--- src/rtl/spi_pkg.sv ---
`default_nettype none
// ============================================================================
// Module      : spi_pkg
// Description : Shared types and constants for the SPI byte master.
// Revision    : 1.0 - initial release
// ============================================================================
package spi_pkg;

    localparam int SPI_BYTE_W      = 8;
    localparam int CLK_DIV_DEFAULT = 4;

    // Controller states; explicit 3-bit encoding
    typedef enum logic [2:0] {
        IDLE  = 3'd0,
        SETUP = 3'd1,
        HIGH  = 3'd2,
        LOW   = 3'd3,
        GAP   = 3'd4,
        NEXT  = 3'd5,
        HOLD  = 3'd6
    } spi_state_t;

endpackage
`default_nettype wire

--- src/rtl/spi_halfper_cnt.sv ---
`default_nettype none
// ============================================================================
// Module      : spi_halfper_cnt
// Description : Half-period down-counter. A load starts a new CLK_DIV-cycle
//               phase; tick is high on the last cycle of that phase.
// Revision    : 1.0 - initial release
// ============================================================================
module spi_halfper_cnt #(
    parameter int CLK_DIV = 4
) (
    input  logic clk,
    input  logic rst_n,
    input  logic load,
    output logic tick
);

    localparam int                CNT_W    = $clog2(CLK_DIV + 1);
    localparam logic [CNT_W-1:0] c_reload = CNT_W'(CLK_DIV - 1);

    logic [CNT_W-1:0] r_cnt;

    // Reload at the start of each phase, otherwise count down to zero and park
    always_ff @(posedge clk) begin
        if (!rst_n) begin
            r_cnt <= '0;
        end else if (load) begin
            r_cnt <= c_reload;
        end else if (r_cnt != '0) begin
            r_cnt <= r_cnt - 1'b1;
        end
    end

    assign tick = (r_cnt == '0);

endmodule
`default_nettype wire

--- src/rtl/spi_byte_master.sv ---
`default_nettype none
// ============================================================================
// Module      : spi_byte_master
// Description : SPI mode-0, MSB-first byte master with a valid/ready byte
//               stream, chip-select held across non-last bytes, and abort.
//               Optional macro SPI_INTERBYTE_GAP_EN inserts a CLK_DIV-cycle
//               idle gap (CS still asserted) between consecutive bytes.
// Revision    : 1.0 - initial release
// ============================================================================
module spi_byte_master
    import spi_pkg::*;
#(
    parameter int CLK_DIV = CLK_DIV_DEFAULT
) (
    input  logic                  clk,
    input  logic                  rst_n,
    input  logic                  tx_valid,
    output logic                  tx_ready,
    input  logic [SPI_BYTE_W-1:0] tx_data,
    input  logic                  tx_last,
    output logic                  rx_valid,
    output logic [SPI_BYTE_W-1:0] rx_data,
    input  logic                  abort,
    output logic                  busy,
    output logic                  spi_cs_n,
    output logic                  spi_sclk,
    output logic                  spi_mosi,
    input  logic                  spi_miso
);

    localparam logic [3:0] c_full = 4'(SPI_BYTE_W);

    spi_state_t            r_state;
    logic [SPI_BYTE_W-1:0] r_shift;   // tx bits leave the top, rx bits enter the bottom
    logic [3:0]            r_bits;    // rising edges seen in the current byte
    logic                  r_last;
    logic                  w_tick;
    logic                  w_accept;
    logic                  w_timed;
    logic                  w_load;

    assign w_accept = tx_valid && tx_ready;
    assign w_timed  = (r_state inside {SETUP, HIGH, LOW, GAP, HOLD});
    // Restart the half-period timer whenever a timed phase begins
    assign w_load   = !abort && (w_accept || (w_timed && w_tick));

    spi_halfper_cnt #(
        .CLK_DIV (CLK_DIV)
    ) u_halfper_cnt (
        .clk   (clk),
        .rst_n (rst_n),
        .load  (w_load),
        .tick  (w_tick)
    );

    // Transfer sequencer; every port output is a register written here
    always_ff @(posedge clk) begin
        if (!rst_n) begin
            r_state  <= IDLE;
            r_shift  <= '0;
            r_bits   <= '0;
            r_last   <= 1'b0;
            tx_ready <= 1'b0;
            rx_valid <= 1'b0;
            rx_data  <= '0;
            busy     <= 1'b0;
            spi_cs_n <= 1'b1;
            spi_sclk <= 1'b0;
            spi_mosi <= 1'b0;
        end else begin
            rx_valid <= 1'b0;
            if (abort) begin
                // Abort beats everything, including an accept in this cycle
                r_state  <= IDLE;
                r_bits   <= '0;
                tx_ready <= 1'b1;
                busy     <= 1'b0;
                spi_cs_n <= 1'b1;
                spi_sclk <= 1'b0;
                spi_mosi <= 1'b0;
            end else begin
                case (r_state)
                    IDLE: begin
                        tx_ready <= 1'b1;
                        if (w_accept) begin
                            r_state  <= SETUP;
                            r_shift  <= tx_data;
                            r_last   <= tx_last;
                            r_bits   <= '0;
                            tx_ready <= 1'b0;
                            busy     <= 1'b1;
                            spi_cs_n <= 1'b0;
                            spi_mosi <= tx_data[SPI_BYTE_W-1];
                        end
                    end
                    SETUP: begin
                        if (w_tick) begin
                            r_state  <= HIGH;
                            spi_sclk <= 1'b1;
                            r_shift  <= {r_shift[SPI_BYTE_W-2:0], spi_miso};
                            r_bits   <= r_bits + 4'd1;
                        end
                    end
                    HIGH: begin
                        if (w_tick) begin
                            r_state  <= LOW;
                            spi_sclk <= 1'b0;
                            if (r_bits == c_full) begin
                                rx_valid <= 1'b1;
                                rx_data  <= r_shift;
                            end else begin
                                spi_mosi <= r_shift[SPI_BYTE_W-1];
                            end
                        end
                    end
                    LOW: begin
                        if (w_tick) begin
                            if (r_bits != c_full) begin
                                r_state  <= HIGH;
                                spi_sclk <= 1'b1;
                                r_shift  <= {r_shift[SPI_BYTE_W-2:0], spi_miso};
                                r_bits   <= r_bits + 4'd1;
                            end else if (r_last) begin
                                r_state <= HOLD;
                            end else begin
`ifdef SPI_INTERBYTE_GAP_EN
                                r_state  <= GAP;
`else
                                r_state  <= NEXT;
                                tx_ready <= 1'b1;
`endif
                            end
                        end
                    end
                    GAP: begin
                        if (w_tick) begin
                            r_state  <= NEXT;
                            tx_ready <= 1'b1;
                        end
                    end
                    NEXT: begin
                        // Follow-on byte starts with a low half-period, CS stays asserted
                        if (w_accept) begin
                            r_state  <= LOW;
                            r_shift  <= tx_data;
                            r_last   <= tx_last;
                            r_bits   <= '0;
                            tx_ready <= 1'b0;
                            spi_mosi <= tx_data[SPI_BYTE_W-1];
                        end
                    end
                    HOLD: begin
                        if (w_tick) begin
                            r_state  <= IDLE;
                            tx_ready <= 1'b1;
                            busy     <= 1'b0;
                            spi_cs_n <= 1'b1;
                            spi_mosi <= 1'b0;
                        end
                    end
                    default: begin
                        r_state  <= IDLE;
                        busy     <= 1'b0;
                        spi_cs_n <= 1'b1;
                        spi_sclk <= 1'b0;
                    end
                endcase
            end
        end
    end

endmodule
`default_nettype wire

--- config.mk ---
export PLATFORM = sky130hd
export DESIGN_NAME = spi_byte_master
export DESIGN_NICKNAME = d
export VERILOG_FILES = /design/src/rtl/spi_pkg.sv /design/src/rtl/spi_halfper_cnt.sv /design/src/rtl/spi_byte_master.sv
export SDC_FILE = /design/constraint.sdc
export NUM_CORES = 1
export LEC_CHECK = 0
export ABC_AREA = 0
export CORE_MARGIN = 1
export CORE_UTILIZATION = 40
export CTS_CLUSTER_DIAMETER = 40
export DETAILED_ROUTE_END_ITERATION = 8
export GPL_TIMING_DRIVEN = 0
export PLACE_DENSITY = 0.74
export SYNTH_ARGS = -nofsm -noshare
export SYNTH_HDL_FRONTEND = slang
export SYNTH_SLANG_ARGS = --single-unit
--- constraint.sdc ---
create_clock -name clk -period 2.1 [get_ports clk]
set_input_delay 0.42 -clock clk [delete_from_list [all_inputs] [get_ports clk]]
set_output_delay 0.42 -clock clk [all_outputs]
set_load 0.005 [all_outputs]
==> results.json <==
{
  "viasPerCell": 5.560,
  "synth_edf_count": 0,
  "grt_pass1_vias": 1445,
  "initial_core_util_pct": 42.68,
  "ir_worst_vdd_v": 0.0006999,
  "drc_errors": 0,
  "multiInputGateArea_um2": 1012,
  "syn_avg_cell_area_um2": 8.809,
  "mostFrequentLayoutCell": "dfxtp_1",
  "diodes": 0,
  "ys_async_sr_fraction_pct": 0,
  "routed_wl_um": 4151,
  "fp.dieW_um": 68.04,
  "dp.cells": 275,
  "dp_hpwl_um": 2949,
  "cts_tree": "built",
  "ys.flop_type": "dfxtp_1",
  "cap_violations": 0,
  "fin_cells": 282,
  "p_per_area_nw_per_um2": 808.9,
  "grt-ovfl-total": 0,
  "ys_seq_area_share_pct": 37.88,
  "ioPinCount": 28,
  "num-nets-final": 249,
  "clock-sinks": 33,
  "drtIter0Drc": 70,
  "path_max_fanout": 7,
  "worstRegToRegCells": 6,
  "finalCritPeriodShare_pct": 94.35,
  "skew_ps": 7.118,
  "vias": 1568,
  "drive_gt1_share_pct": 7.759,
  "synthCells": 198,
  "globalplace.congestion": 0.8795,
  "clkTransAtPathRegs_ps": 70,
  "cts_root_buffer": "clkbuf_8",
  "dr.pass1.iters": 4,
  "rsz0062_at_grt": "no",
  "fmax_mhz": 504.7,
  "cts_post_setup_buffers_inserted": 0,
  "grt_usage_pct": 19.88,
  "final_max_slew_viol_count": 0,
  "numCtsBuffers": 5,
  "finalCriticalPeriod_ps": 1981,
  "ys_seq_elements": 33,
  "setup_viol": 0,
  "synth_cell_types": 46,
  "cp.required_ps": 2330,
  "grt_max_degree": 12,
  "worstPathArrival_ps": 2210,
  "cts-htree-levels": 2,
  "wire_per_inst_um": 14.72,
  "cts_buffer_depth": 2,
  "relSlewSlack_pct": 61.77,
  "grt_pass1_wl_um": 6699,
  "syn_area_um2": 1744,
  "area_delta_synth_final_pct": 25.82,
  "worst_pin_slew_ps": 573.5,
  "power_mw": 1.775,
  "worstSetupPathType": "reg2reg",
  "hp-class": "reg2reg",
  "coreArea_um2": 4086,
  "die-area_um2": 4629,
  "most-common-layout-cells": "dfxtp_1 (33), clkdlybuf4s50_1 (26), mux2i_1 (18)",
  "antenna_left": 0,
  "io_buffer_count": 27,
  "antenna_found_initial": 0,
  "hold_viol_final": 0,
  "status": "finished clean",
  "nFillCells": 391,
  "synth_nets": 216,
  "die_h_um": 68.04,
  "regArea_um2": 660.6,
  "start_kind": "flip-flop",
  "clk_latency_ps": 290,
  "p_leak_nw": 0.8756,
  "yosysWarningCount": 0,
  "holdPathStages": 2,
  "worstSetupEndpointType": "flip-flop",
  "rows": 23
}
==> cells in the mapped netlist, types with 3 or more instances <==
cell type	instances	share of area (%)
a211oi_1	9	3.9
a21oi_1	13	3.7
a31oi_1	9	3.2
clkbuf_1	10	2.2
dfxtp_1	33	38
ha_1	4	2.9
inv_1	8	1.7
mux2i_1	18	10
nand2_1	11	2.4
nand2b_1	5	1.8
nand3_1	5	1.4
nor2_1	16	3.4
nor3_1	6	1.7
o21ai_0	5	1.4
o31ai_1	3	1.3
or3_1	3	1.1
==> per-layer routing <==
layer	vias up	track usage, %	wire, um
li1	794	-	-
met1	730	25.36	1963
met2	38	30.88	1946
met3	6	4.333	159
met4	0	10.94	82
met5	-	0	0
==> logic make-up (layout without fill, tap and decap cells) <==
logic type | after synthesis | in the layout | share of synthesized area, %
and+or+nand+nor | 60 | 60 | 17.93
AOI/OAI and AO/OA | 59 | 59 | 23.67
DFF | 33 | 33 | 37.88
buffers and inverters | 21 | 55 | 5.380
muxes | 18 | 18 | 10.33
adders and majority gates | 4 | 4 | 2.870
xor gates and xnor gates | 3 | 3 | 1.937
==> power breakdown <==
group	total, mW	internal, mW	leakage, nW	switching, mW
registers	0.724	0.679	0.269	0.0452
logic	0.537	0.239	0.556	0.298
clock network	0.515	0.266	0.0512	0.249
total	1.78	1.18	0.876	0.592
==> worst max-delay path, cell delays in order, from the launching register on <==
cell	delay (ps)
dfxtp_1	320
inv_1	70
ha_1	220
or3b_4	430
a31o_4	280
or4_1	460
a21oi_1	140
==> layout make-up <==
class	instances	area share [%]
clock buffers	6	3.763
well taps	50	2.851
flip-flops and latches	33	30.10
inverters	9	1.539
clock inverters	2	0.6271
multi-input cells	144	46.12
plain buffers	11	2.566
repair buffers	27	12.43
==> through the flow <==
stage / utilization [%] / cell area, um2 / setup TNS (ps) / hold slack (ps) / setup slack, ps
after floorplan: - / 1744 / 0 / 452.0 / 265.3
after global placement: 50.83 / 2077 / -4069 / 465.3 / -271.6
after detailed placement: 50.83 / 2077 / -4504 / 469.0 / -311.7
after CTS: 53.37 / 2181 / 0 / 486.0 / 45.09
after global routing: 53.70 / 2195 / 0 / 515.8 / 39.30
final: 53.70 / 2195 / 0 / 481.5 / 118.7
==> final timing paths <==
check,startpoint,to,slack [ps]
max,u_halfper_cnt.r_cnt[0],r_bits[3],120
max reg2reg,u_halfper_cnt.r_cnt[0],r_bits[3],120
min reg2reg,busy,busy,480
min,busy,busy,480
==> repair_timing <==
item | CTS | global route
resized for setup | 1 | 3
gates cloned | 0 | 0
hold endpoints to repair | 0 | 0
endpoints found under the setup margin | 2 | 13
hold buffers | 0 | 0
==> sequential cells by signal, indices dropped and copies added (netlist names) <==
signal,flops
r_shift,8
tx_ready,1
r_state,3
r_last,1
rx_valid,1
spi_cs_n,1
rx_data,8
r_bits,4
busy,1
spi_mosi,1
u_halfper_cnt.r_cnt,3
spi_sclk,1
(Power assumes the default switching activity.)
